<file path="src/rtl/estagio_id_ex_if.sv">
// ID/EX stage bus: decode-side handshake and fields, MEM/WB forwarding taps,
// and the registered operands that feed the ALU.
interface estagio_id_ex_if;
  logic        in_valid;
  logic        in_ready;
  logic        ex_ready;
  logic        flush;

  logic [1:0]  ALUOp;
  logic [5:0]  funct;
  logic        ALUSrc;
  logic        RegDst;
  logic [31:0] leituraA;
  logic [31:0] leituraB;
  logic [15:0] imediato;
  logic [4:0]  rs;
  logic [4:0]  rt;
  logic [4:0]  rd;

  logic        fw_mem_valid;
  logic [4:0]  fw_mem_reg;
  logic [31:0] fw_mem_dado;
  logic        fw_wb_valid;
  logic [4:0]  fw_wb_reg;
  logic [31:0] fw_wb_dado;

  logic        out_valid;
  logic [3:0]  ALUcontrol;
  logic [31:0] entradaA;
  logic [31:0] entradaB;
  logic [4:0]  regDestino;
  logic        erro_funct;

  modport master (
    output in_valid, ex_ready, flush,
    output ALUOp, funct, ALUSrc, RegDst,
    output leituraA, leituraB, imediato, rs, rt, rd,
    output fw_mem_valid, fw_mem_reg, fw_mem_dado,
    output fw_wb_valid, fw_wb_reg, fw_wb_dado,
    input  in_ready, out_valid, ALUcontrol, entradaA, entradaB,
    input  regDestino, erro_funct
  );

  modport slave (
    input  in_valid, ex_ready, flush,
    input  ALUOp, funct, ALUSrc, RegDst,
    input  leituraA, leituraB, imediato, rs, rt, rd,
    input  fw_mem_valid, fw_mem_reg, fw_mem_dado,
    input  fw_wb_valid, fw_wb_reg, fw_wb_dado,
    output in_ready, out_valid, ALUcontrol, entradaA, entradaB,
    output regDestino, erro_funct
  );
endinterface

</file>
<file path="src/rtl/estagio_id_ex.sv">
// ID/EX one-entry pipeline register: decodes ALU control, builds ALU operands.
// Define FORWARDING_EN to take operands from the MEM/WB forwarding taps.
module estagio_id_ex (
  input logic            clk,
  input logic            rst_n,
  estagio_id_ex_if.slave bus
);

  typedef enum logic {
    VAZIO = 1'b0,
    CHEIO = 1'b1
  } state_t;

  state_t      state_q, state_d;
  logic [3:0]  alu_control_q, alu_control_d;
  logic [31:0] entrada_a_q, entrada_a_d;
  logic [31:0] entrada_b_q, entrada_b_d;
  logic [4:0]  reg_destino_q, reg_destino_d;
  logic        erro_funct_q, erro_funct_d;
  logic [4:0]  rs_q, rs_d;
  logic [4:0]  rt_q, rt_d;
  logic        b_reg_q, b_reg_d;

  logic        out_valid;
  logic        in_ready;
  logic        load;
  logic [3:0]  alu_dec;
  logic        funct_bad;
  logic [31:0] imm_ext;
  logic [31:0] op_a;
  logic [31:0] op_b_reg;
  logic [31:0] op_b;

  assign out_valid = (state_q == CHEIO);
  assign in_ready  = !out_valid || bus.ex_ready;
  assign load      = bus.in_valid && in_ready && !bus.flush;

  always_comb begin
    alu_dec   = 4'b0000;
    funct_bad = 1'b0;
    case (bus.ALUOp)
      2'b00: alu_dec = 4'b0010;
      2'b01: alu_dec = 4'b0110;
      2'b11: alu_dec = 4'b0001;
      default: begin
        case (bus.funct)
          6'b100000: alu_dec = 4'b0010;
          6'b100010: alu_dec = 4'b0110;
          6'b100100: alu_dec = 4'b0000;
          6'b100101: alu_dec = 4'b0001;
          6'b101010: alu_dec = 4'b0111;
          6'b100111: alu_dec = 4'b1100;
          default: begin
            alu_dec   = 4'b1111;
            funct_bad = 1'b1;
          end
        endcase
      end
    endcase
  end

  // The logical-immediate class (ALUOp 11) wants an unsigned immediate.
  assign imm_ext = (bus.ALUOp == 2'b11) ? {16'h0000, bus.imediato}
                                        : {{16{bus.imediato[15]}}, bus.imediato};

`ifdef FORWARDING_EN
  logic mem_hit_a, wb_hit_a, mem_hit_b, wb_hit_b;
  logic wb_hold_a, wb_hold_b;

  assign mem_hit_a = bus.fw_mem_valid && (bus.fw_mem_reg != 5'd0) && (bus.fw_mem_reg == bus.rs);
  assign wb_hit_a  = bus.fw_wb_valid  && (bus.fw_wb_reg  != 5'd0) && (bus.fw_wb_reg  == bus.rs);
  assign mem_hit_b = bus.fw_mem_valid && (bus.fw_mem_reg != 5'd0) && (bus.fw_mem_reg == bus.rt);
  assign wb_hit_b  = bus.fw_wb_valid  && (bus.fw_wb_reg  != 5'd0) && (bus.fw_wb_reg  == bus.rt);

  assign op_a     = mem_hit_a ? bus.fw_mem_dado : (wb_hit_a ? bus.fw_wb_dado : bus.leituraA);
  assign op_b_reg = mem_hit_b ? bus.fw_mem_dado : (wb_hit_b ? bus.fw_wb_dado : bus.leituraB);

  // A stalled instruction must still see results retiring through WB meanwhile.
  assign wb_hold_a = bus.fw_wb_valid && (bus.fw_wb_reg != 5'd0) && (bus.fw_wb_reg == rs_q);
  assign wb_hold_b = bus.fw_wb_valid && (bus.fw_wb_reg != 5'd0) && (bus.fw_wb_reg == rt_q)
                     && b_reg_q;
`else
  logic unused_fw;

  assign unused_fw = ^{bus.fw_mem_valid, bus.fw_mem_reg, bus.fw_mem_dado,
                       bus.fw_wb_valid, bus.fw_wb_reg, bus.fw_wb_dado};
  assign op_a      = bus.leituraA;
  assign op_b_reg  = bus.leituraB;
`endif

  assign op_b = bus.ALUSrc ? imm_ext : op_b_reg;

  // Flush outranks both a new load and consumption by EX.
  always_comb begin
    state_d       = state_q;
    alu_control_d = alu_control_q;
    entrada_a_d   = entrada_a_q;
    entrada_b_d   = entrada_b_q;
    reg_destino_d = reg_destino_q;
    erro_funct_d  = erro_funct_q;
    rs_d          = rs_q;
    rt_d          = rt_q;
    b_reg_d       = b_reg_q;

    if (bus.flush) begin
      state_d = VAZIO;
    end else if (load) begin
      state_d       = CHEIO;
      alu_control_d = alu_dec;
      erro_funct_d  = funct_bad;
      entrada_a_d   = op_a;
      entrada_b_d   = op_b;
      reg_destino_d = bus.RegDst ? bus.rd : bus.rt;
      rs_d          = bus.rs;
      rt_d          = bus.rt;
      b_reg_d       = !bus.ALUSrc;
    end else if (out_valid && bus.ex_ready) begin
      state_d = VAZIO;
    end
`ifdef FORWARDING_EN
    else if (out_valid) begin
      if (wb_hold_a) entrada_a_d = bus.fw_wb_dado;
      if (wb_hold_b) entrada_b_d = bus.fw_wb_dado;
    end
`endif
  end

  always_ff @(posedge clk or negedge rst_n) begin
    if (!rst_n) begin
      state_q       <= VAZIO;
      alu_control_q <= 4'b0000;
      entrada_a_q   <= 32'd0;
      entrada_b_q   <= 32'd0;
      reg_destino_q <= 5'd0;
      erro_funct_q  <= 1'b0;
      rs_q          <= 5'd0;
      rt_q          <= 5'd0;
      b_reg_q       <= 1'b0;
    end else begin
      state_q       <= state_d;
      alu_control_q <= alu_control_d;
      entrada_a_q   <= entrada_a_d;
      entrada_b_q   <= entrada_b_d;
      reg_destino_q <= reg_destino_d;
      erro_funct_q  <= erro_funct_d;
      rs_q          <= rs_d;
      rt_q          <= rt_d;
      b_reg_q       <= b_reg_d;
    end
  end

  assign bus.in_ready   = in_ready;
  assign bus.out_valid  = out_valid;
  assign bus.ALUcontrol = alu_control_q;
  assign bus.entradaA   = entrada_a_q;
  assign bus.entradaB   = entrada_b_q;
  assign bus.regDestino = reg_destino_q;
  assign bus.erro_funct = erro_funct_q;

endmodule

</file>
<file path="src/flat_wrapper.sv">
// flat-port wrapper written by rule: the top's interface ports become plain ports
module estagio_id_ex_flat 
  (clk, rst_n, bus_in_valid, bus_ex_ready, bus_flush, bus_ALUOp, bus_funct, bus_ALUSrc, bus_RegDst, bus_leituraA, bus_leituraB, bus_imediato, bus_rs, bus_rt, bus_rd, bus_fw_mem_valid, bus_fw_mem_reg, bus_fw_mem_dado, bus_fw_wb_valid, bus_fw_wb_reg, bus_fw_wb_dado, bus_in_ready, bus_out_valid, bus_ALUcontrol, bus_entradaA, bus_entradaB, bus_regDestino, bus_erro_funct);
  estagio_id_ex_if bus_i ();
  input logic clk;
  input logic rst_n;
  input wire logic [$bits(bus_i.in_valid)-1:0] bus_in_valid;
  input wire logic [$bits(bus_i.ex_ready)-1:0] bus_ex_ready;
  input wire logic [$bits(bus_i.flush)-1:0] bus_flush;
  input wire logic [$bits(bus_i.ALUOp)-1:0] bus_ALUOp;
  input wire logic [$bits(bus_i.funct)-1:0] bus_funct;
  input wire logic [$bits(bus_i.ALUSrc)-1:0] bus_ALUSrc;
  input wire logic [$bits(bus_i.RegDst)-1:0] bus_RegDst;
  input wire logic [$bits(bus_i.leituraA)-1:0] bus_leituraA;
  input wire logic [$bits(bus_i.leituraB)-1:0] bus_leituraB;
  input wire logic [$bits(bus_i.imediato)-1:0] bus_imediato;
  input wire logic [$bits(bus_i.rs)-1:0] bus_rs;
  input wire logic [$bits(bus_i.rt)-1:0] bus_rt;
  input wire logic [$bits(bus_i.rd)-1:0] bus_rd;
  input wire logic [$bits(bus_i.fw_mem_valid)-1:0] bus_fw_mem_valid;
  input wire logic [$bits(bus_i.fw_mem_reg)-1:0] bus_fw_mem_reg;
  input wire logic [$bits(bus_i.fw_mem_dado)-1:0] bus_fw_mem_dado;
  input wire logic [$bits(bus_i.fw_wb_valid)-1:0] bus_fw_wb_valid;
  input wire logic [$bits(bus_i.fw_wb_reg)-1:0] bus_fw_wb_reg;
  input wire logic [$bits(bus_i.fw_wb_dado)-1:0] bus_fw_wb_dado;
  output wire logic [$bits(bus_i.in_ready)-1:0] bus_in_ready;
  output wire logic [$bits(bus_i.out_valid)-1:0] bus_out_valid;
  output wire logic [$bits(bus_i.ALUcontrol)-1:0] bus_ALUcontrol;
  output wire logic [$bits(bus_i.entradaA)-1:0] bus_entradaA;
  output wire logic [$bits(bus_i.entradaB)-1:0] bus_entradaB;
  output wire logic [$bits(bus_i.regDestino)-1:0] bus_regDestino;
  output wire logic [$bits(bus_i.erro_funct)-1:0] bus_erro_funct;
  assign bus_i.in_valid = bus_in_valid;
  assign bus_i.ex_ready = bus_ex_ready;
  assign bus_i.flush = bus_flush;
  assign bus_i.ALUOp = bus_ALUOp;
  assign bus_i.funct = bus_funct;
  assign bus_i.ALUSrc = bus_ALUSrc;
  assign bus_i.RegDst = bus_RegDst;
  assign bus_i.leituraA = bus_leituraA;
  assign bus_i.leituraB = bus_leituraB;
  assign bus_i.imediato = bus_imediato;
  assign bus_i.rs = bus_rs;
  assign bus_i.rt = bus_rt;
  assign bus_i.rd = bus_rd;
  assign bus_i.fw_mem_valid = bus_fw_mem_valid;
  assign bus_i.fw_mem_reg = bus_fw_mem_reg;
  assign bus_i.fw_mem_dado = bus_fw_mem_dado;
  assign bus_i.fw_wb_valid = bus_fw_wb_valid;
  assign bus_i.fw_wb_reg = bus_fw_wb_reg;
  assign bus_i.fw_wb_dado = bus_fw_wb_dado;
  assign bus_in_ready = bus_i.in_ready;
  assign bus_out_valid = bus_i.out_valid;
  assign bus_ALUcontrol = bus_i.ALUcontrol;
  assign bus_entradaA = bus_i.entradaA;
  assign bus_entradaB = bus_i.entradaB;
  assign bus_regDestino = bus_i.regDestino;
  assign bus_erro_funct = bus_i.erro_funct;
  estagio_id_ex u_core (.clk(clk), .rst_n(rst_n), .bus(bus_i));
endmodule
</file>
<file path="config.mk">
export PLATFORM = sky130hd
export DESIGN_NAME = estagio_id_ex_flat
export DESIGN_NICKNAME = d
export VERILOG_FILES = /design/src/rtl/estagio_id_ex_if.sv /design/src/rtl/estagio_id_ex.sv /design/src/flat_wrapper.sv
export SDC_FILE = /design/constraint.sdc
export NUM_CORES = 1
export LEC_CHECK = 0
export BUFFER_PORTS_ARGS = -buffer_cell sky130_fd_sc_hd__buf_2
export CORE_AREA = 2 2 103 105
export DETAILED_ROUTE_END_ITERATION = 16
export DIE_AREA = 0 0 105 107
export GPL_ROUTABILITY_DRIVEN = 1
export PLACE_DENSITY = 0.78
export SYNTH_ARGS = -nofsm -noshare
export SYNTH_HDL_FRONTEND = slang
export SYNTH_SLANG_ARGS = --single-unit
</file>
<file path="constraint.sdc">
create_clock -name clk -period 2.4 [get_ports clk]
set_input_delay 0.48 -clock clk [delete_from_list [all_inputs] [get_ports clk]]
set_output_delay 0.48 -clock clk [all_outputs]
set_load 0.02 [all_outputs]
</file>
==> results of run 1 <==
==> critical path: cells and delay by family, from the launching register on <==
family / cells / cell delay [ns]
buf+inv: 2 / 0.20
simple gates: 1 / 0.20
flops: 1 / 0.36
==> power by group <==
| group | switching (mW) | internal (mW) | total, mW |
|---|---|---|---|
| logic | 0.539 | 0.302 | 0.841 |
| clock network | 0.445 | 0.716 | 1.16 |
| registers | 0.0958 | 1.45 | 1.55 |
==> routing by layer <==
layer	up-vias	share of wire	GRT usage
met5	-	0	0
met3	14	0.084	0.0480
met1	1354	0.42	0.189
li1	1453	-	-
met2	129	0.48	0.265
met4	0	0.016	0.0610
==> cell usage in the layout (no fill, tap or decap), types with 2 or more instances in the layout <==
cell       instances
o22a_1             2
nand2_1          139
clkbuf_8          10
dfrtp_1           75
a21oi_1           21
mux2i_1           21
buf_2            179
o21ai_1            2
o21ai_0           36
bufinv_16          3
nor2_1             4
inv_1              3
buf_4              4
==> per-stage QoR <==
stage	power, mW	setup slack, ns	hold WS, ns	utilization	cell area [sq um]
2_1_floorplan	2.06	1.01	0.184	-	3250
4_1_cts	3.62	0.795	0.299	0.442	4460
3_3_place_gp	2.40	0.580	0.454	0.418	4220
6_report	3.55	0.829	0.289	0.442	4460
5_1_grt	3.77	0.740	0.294	0.442	4460
3_5_place_dp	2.43	0.548	0.457	0.418	4220
==> cell families (layout without fill, tap and decap cells) <==
group / count (synthesis) / after routing / synth area share
AO/OA/AOI/OAI: 67 / 67 / 0.118
buffers and inverters: 26 / 204 / 0.0517
flip-flops: 75 / 75 / 0.578
multiplexers: 21 / 21 / 0.0648
AND/OR/NAND/NOR: 151 / 151 / 0.187
==> sequential cells by signal (all words and copies together), names as in the netlist <==
register	cells
u_core.bus.ALUcontrol	4
u_core.bus.regDestino	5
u_core.bus.erro_funct	1
u_core.bus.entradaB	32
u_core.bus.entradaA	32
u_core.bus.out_valid	1
==> worst min-delay path by stage <==
| stage | startpoint | to | cells after the start | slack (ns) |
|---|---|---|---|---|
| finish | rst_n | u_core.bus.entradaA[12] | 1 | 0.29 |
| global route | bus_leituraA[11] | u_core.bus.entradaA[11] | 3 | 0.29 |
| CTS | bus_leituraA[11] | u_core.bus.entradaA[11] | 3 | 0.30 |
| detailed placement | u_core.bus.entradaA[15] | u_core.bus.entradaA[15] | 2 | 0.46 |
| global placement | u_core.bus.entradaA[21] | u_core.bus.entradaA[21] | 2 | 0.45 |
| floorplan | rst_n | u_core.bus.ALUcontrol[0] | 0 | 0.18 |
==> final cells by class <==
| type | instances | area (sq um) | share of cell area |
|---|---|---|---|
| repair buffers | 184 | 946 | 0.212 |
| clock buffers | 11 | 141 | 0.0317 |
| well taps | 136 | 170 | 0.0382 |
| clock inverters | 4 | 98.8 | 0.0222 |
| flip-flops and latches | 75 | 1880 | 0.421 |
| multi-input cells | 239 | 1210 | 0.271 |
| inverters | 5 | 18.8 | 0.00421 |
==> impl_results.md, run 1 <==
* Port Buffers at 180
* CTS Buffer Depth at 2
* Area of the die at 11,200 sq um
* Max Slew Vio Count at 0
* Die W at around 110 microns
* Top-count cell post-synth: nand2_1
* Critical path origin: u_core.bus.out_valid
* WP data arrival at 1.09 ns
* Sink Count at 75
* Critical-path cell list: nor2b_4, inv_2, buf_2
* Final setup fails at 0
* CP Max Fanout at 3
* Core area at about 10,000 sq um
* HP Class: in -> async
* R2R Path End: u_core.bus.entradaB[4]
* Required time of the critical path at ~1.9 ns
* Post-cts sizing count at 0
* Worst-path clk slew at approximately 0.080 ns
* Area contributors post-synth: dfrtp_1 58%, nand2_1 16%, mux2i_1 6.5%
* CTS tree: yes
* Sequential share of the synthesized area at 0.578
* H-tree Lvls at 3
* N_diodes at 0
* Startpoint Class: register
* CP endpoint kind: primary output
* Peak supply drop at approximately 0.00036 V
* Unique masters post-synth at 31
* Std-Cell Rows at 37
* Post-Synthesis Cells at between 300 and 400
* Nets@finish at 700
* Fin Setup TNS at 0 ns
* Fill count at ~1k
* DR iter-0 viols at roughly 130
* Fmax at between 0.6 and 0.7 GHz
* RSZ-0062 raised after global routing: no
* Hold_buf cts at 0
* Worst Reg-to-Reg Cells at 5
* Syn_nets at 526
* Wire per inst at 13.2 microns
* Post-synth top flop: dfrtp_1
* DRC at 0
* Slowest cell on crit path: dfrtp_1
* Area growth syn-to-layout at 37.4%
* Worst reg-to-reg setup slack at just under 0.9 ns
* Max-slew headroom at 0.379
* Setup Skew at roughly 0.0065 ns
* Post-CTS Setup Repair Bufs at 0
* Worst path max stage delay at around 0.36 ns
* Tightest Pin Transition at just over 0.9 ns
* RR Startpoint: u_core.bus.out_valid
* Share of post-route cells with drive strength above 1 at 0.402
* Post-Place Cells at 639
* Worst setup endpoint: bus_in_ready
* GRT Total Usage at 0.157
* Largest net degree at the start of global routing at 76
* Hpwl dp at roughly 6400 microns
* Initial antenna violation count at 0
* Final Hold Vio Count at 0
* Clk Tree Root Cell: clkbuf_8
* FF+latch count, synth at 75
* Post-layout min period at ~1.6 ns
* Final period utilization at 0.655
* Drt pass-1 iters at 4
* Die H at 107 microns
* Worst-Skew Late Latency at 0.34 ns
* LEAKAGE at 2.47 nW
* Drt via density at about 4.5
* Syn Area/Cell at 9.55 sq um
* Cell taking the most area after synthesis: dfrtp_1
* Ys async rst share at 1.00
* Vias in the first global route at 2,904
* Number of buffers created by CTS at 9
* Final std cells w/o fill at between 600 and 700
* Synthesized area at about 3200 sq um
* Synth top area share at 0.578
* Synth cell count leaders: 139 x nand2_1, 75 x dfrtp_1, 36 x o21ai_0, 21 x a21oi_1, 21 x mux2i_1
* Run status: complete, no violations
* I/O pin count at around 260
* Crit Path Class: reg -> out
* Gr ovfl total at 0
* WL final at roughly 8600 microns
* Initial core utilization at 0.322
* Number of routed nets with antenna violations at 0
* Routability cong. at 0.828
* Power Dens Cells at 796 nW/um^2
* Max_cap viols at 0
* YS warnings at 0
* First-pass GRT wire length at 14,000 microns
* DR vias at roughly 3k
* Post-synth EDFFs at 0
Power figures use the tool's default switching activity.
==> run 2, diff against run 1 <==
--- a/config.mk
+++ b/config.mk
@@ -5,12 +5,13 @@
 export SDC_FILE = /design/constraint.sdc
 export NUM_CORES = 1
 export LEC_CHECK = 0
+export ABC_AREA = 1
 export BUFFER_PORTS_ARGS = -buffer_cell sky130_fd_sc_hd__buf_2
-export CORE_AREA = 2 2 103 105
+export CORE_AREA = 2 2 102 104
 export DETAILED_ROUTE_END_ITERATION = 16
-export DIE_AREA = 0 0 105 107
+export DIE_AREA = 0 0 104 106
 export GPL_ROUTABILITY_DRIVEN = 1
-export PLACE_DENSITY = 0.78
+export PLACE_DENSITY = 0.79
 export SYNTH_ARGS = -nofsm -noshare
 export SYNTH_HDL_FRONTEND = slang
 export SYNTH_SLANG_ARGS = --single-unit
==> constraint.sdc (replaced) <==
create_clock -name clk -period 1.6 [get_ports clk]
set_input_delay 0.32 -clock clk [delete_from_list [all_inputs] [get_ports clk]]
set_output_delay 0.32 -clock clk [all_outputs]
set_load 0.02 [all_outputs]
==> impl_results.md, run 2 <==
* Max Slew Vio Count at 0 (unchanged)
* Post-Synthesis Cells at 373 (+9.7%)
* Startpoint Class: register
* DR iter-0 viols at 289 (+120%)
* N_diodes at 0 (unchanged)
* Routability cong. at 0.789 (-4.7%)
* Placed cell areas at 4230 sq um (+0.36%)
* Most used routing layer: met2
* H-tree Lvls at 3 (unchanged)
* Setup Skew at 0.00558 ns (-0.000880 ns)
* WP data arrival at 1.02 ns (-0.07 ns)
* Initial core utilization at 0.320 (-0.00203)
* Post-synth top flop: dfrtp_1
* Crit Path Class: reg -> out
* Unique masters post-synth at 21 (-32%)
* Worst-Skew Late Latency at 0.34 ns (about the same)
* Tot Pwr at 5.21 mW (+47%)
* Synth cell count leaders: 167 x nand2_1, 75 x dfrtp_1, 43 x nor2_1, 21 x a31oi_1, 17 x a21oi_1
* CTS Buffer Depth at 2 (unchanged)
* RSZ-0062 raised after global routing: no
* Power Dens Cells at 1170 nW/um^2 (+47%)
* Die W at 104 microns (-0.95%)
* Port Buffers at 180 (unchanged)
* First-pass GRT wire length at 14,300 microns (+2.0%)
* Area growth syn-to-layout at 39.5%
* Number of buffers created by CTS at 9 (unchanged)
* Area contributors post-synth: dfrtp_1 59%, nand2_1 20%, nor2_1 5.1%
* Sink Count at 75 (unchanged)
* Worst setup slack after layout at 0.260 ns (-0.569 ns)
* Met2 Use GR at 0.277 (+0.0119)
* Die H at 106 microns (-0.93%)
* Final instance area at 4460 sq um (about the same)
* Std-Cell Rows at 37 (unchanged)
* Critical path's top delay family: flip-flops
* Core area at 10000 sq um (-0.92%)
* Clk Tree Root Cell: clkbuf_8
* YS warnings at 0 (unchanged)
* Area of the die at 11,000 sq um (-1.9%)
* Hpwl dp at 6630 microns (+3.1%)
* Post-cts sizing count at 0 (unchanged)
* Leading cell type in the layout, fill and taps excluded: buf_2
* Post-layout min period at roughly 1.3 ns
* Synth top area share at 0.587 (+0.00906)
* Nets@finish at 739 (+5.6%)
* CP endpoint kind: primary output
* CTS tree: yes
* Worst path max stage delay at 0.40 ns (+0.04 ns)
* Met3 capacity usage during global routing at 0.0472 (-0.000814)
* Post-layout util at 0.446 (+0.00384)
* Final std cells w/o fill at 694 (+6.1%)
* HP Class: in -> reg
* Gr ovfl total at 0 (unchanged)
* Post-Place Cells at 677 (+5.9%)
* Vias in the first global route at 3,022 (+4.1%)
* Post-CTS Setup Repair Bufs at 0 (unchanged)
* Initial antenna violation count at 1 (+1)
* Worst-path clk slew at 0.08 ns (about the same)
* Required time of the critical path at 1.28 ns (-0.64 ns)
* Final Hold Vio Count at 0 (unchanged)
* GRT Total Usage at 0.164 (+0.00648)
* Grt met1 use at 0.193 (+0.00413)
* CP Max Fanout at 3 (unchanged)
* Final setup fails at 0 (unchanged)
* Largest net degree at the start of global routing at 76 (unchanged)
* DR vias at 3,132 (+6.2%)
* Final period utilization at 0.838
* Number of routed nets with antenna violations at 0 (unchanged)
* Sequential share of the synthesized area at 0.587 (+0.00906)
* Hold_buf cts at 1 (+1)
* Max-slew headroom at 0.691 (+0.312)
* FF+latch count, synth at 75 (unchanged)
* WL final at 8910 microns (+3.4%)
* Pre-CTS WS at 0.226 ns (-0.321 ns)
* I/O pin count at 262 (unchanged)
* Tightest Pin Transition at 0.463 ns (-0.469 ns)
* Syn Area/Cell at 8.57 sq um (-10%)
* Top-count cell post-synth: nand2_1
* Drt pass-1 iters at 6 (+2)
* Share of post-route cells with drive strength above 1 at 0.387 (-0.0144)
* LEAKAGE at 2.42 nW (-2.0%)
* Drt via density at 4.51 (about the same)
* Peak supply drop at 0.000444 V (+24%)
* WP buf/inv at 1 (-1)
* Run status: complete, no violations
* Slowest cell on crit path: dfrtp_1
* Fill count at 987 (-1.5%)
* Most frequent cells in the layout: 179 x buf_2, 167 x nand2_1, 75 x dfrtp_1
* Wire per inst at 12.8 microns (-2.5%)
* Hold slack at 0.168 ns (-0.121 ns)
* Max_cap viols at 0 (unchanged)
* Syn_nets at 559 (+6.3%)
* Fmax at about 0.75 GHz
* Ys async rst share at 1.00 (unchanged)
* DRC at 0 (unchanged)
* Fin Setup TNS at 0 ns (unchanged)
* Post-synth EDFFs at 0 (unchanged)
* Cell taking the most area after synthesis: dfrtp_1
* Synthesized area at 3200 sq um (-1.5%)
* Critical-path cell list: nand2_2, buf_2
-- run 2: cell count changes in the layout (fill, tap and decap cells not counted), moves of 4 or more --
cell,previous run,this run
o21ai_0,36,1
nand2_1,139,167
inv_1,3,9
a21oi_1,21,17
mux2i_1,21,0
a31oi_1,1,21
nor2_1,4,43
a21oi_2,0,5
-- run 2: worst register-to-register path, cell delays in order, from the launching register on --
cell	delay, ns
dfrtp_1	0.40
nand2_2	0.11
nand2_4	0.10
inv_4	0.08
buf_4	0.29
nor2_1	0.09
a31oi_1	0.16
-- run 2: logic make-up after synthesis --
group / Yosys count / share of synthesized area
AO/OA/AOI/OAI: 45 / 0.0857
buffers and inverters: 31 / 0.0540
flip-flops: 75 / 0.587
AND/OR/NAND/NOR: 222 / 0.273
-- run 2: worst paths after layout --
kind | from | cells after the start | endpoint | slack, ns
max reg2reg | u_core.bus.out_valid | 6 | u_core.bus.entradaB[12] | 0.30
max in group asynchronous | rst_n | 3 | u_core.bus.entradaB[25] | 0.75
min reg2reg | u_core.bus.entradaA[11] | 2 | u_core.bus.entradaA[11] | 0.48
min in group asynchronous | rst_n | 3 | u_core.bus.entradaA[15] | 0.52
min | bus_leituraA[11] | 3 | u_core.bus.entradaA[11] | 0.17
max | u_core.bus.out_valid | 2 | bus_in_ready | 0.26
-- run 2: layout make-up --
class	instances	area, sq um	share of cell area
sequential	75	1880	0.421
multi-input combinational	267	1150	0.257
timing repair buffer	188	1000	0.225
tap	136	170	0.0382
clock buffer	12	165	0.0371
clock inverter	4	47.5	0.0107
inverter	12	47.5	0.0107
-- run 2: per-layer routing --
layer / wire length [microns] / up-vias
met2: 4310 / 136
met3: 881 / 18
li1: - / 1536
met4: 184 / 2
met1: 3520 / 1440
met5: 13 / -
-- run 2: power by group --
part / total (mW) / switching, mW / internal, mW / leakage [nW]
combinational: 1.35 / 0.867 / 0.483 / 1.43
clock: 1.52 / 0.682 / 0.843 / 0.108
sequential: 2.33 / 0.149 / 2.19 / 0.885
total: 5.21 / 1.70 / 3.51 / 2.42
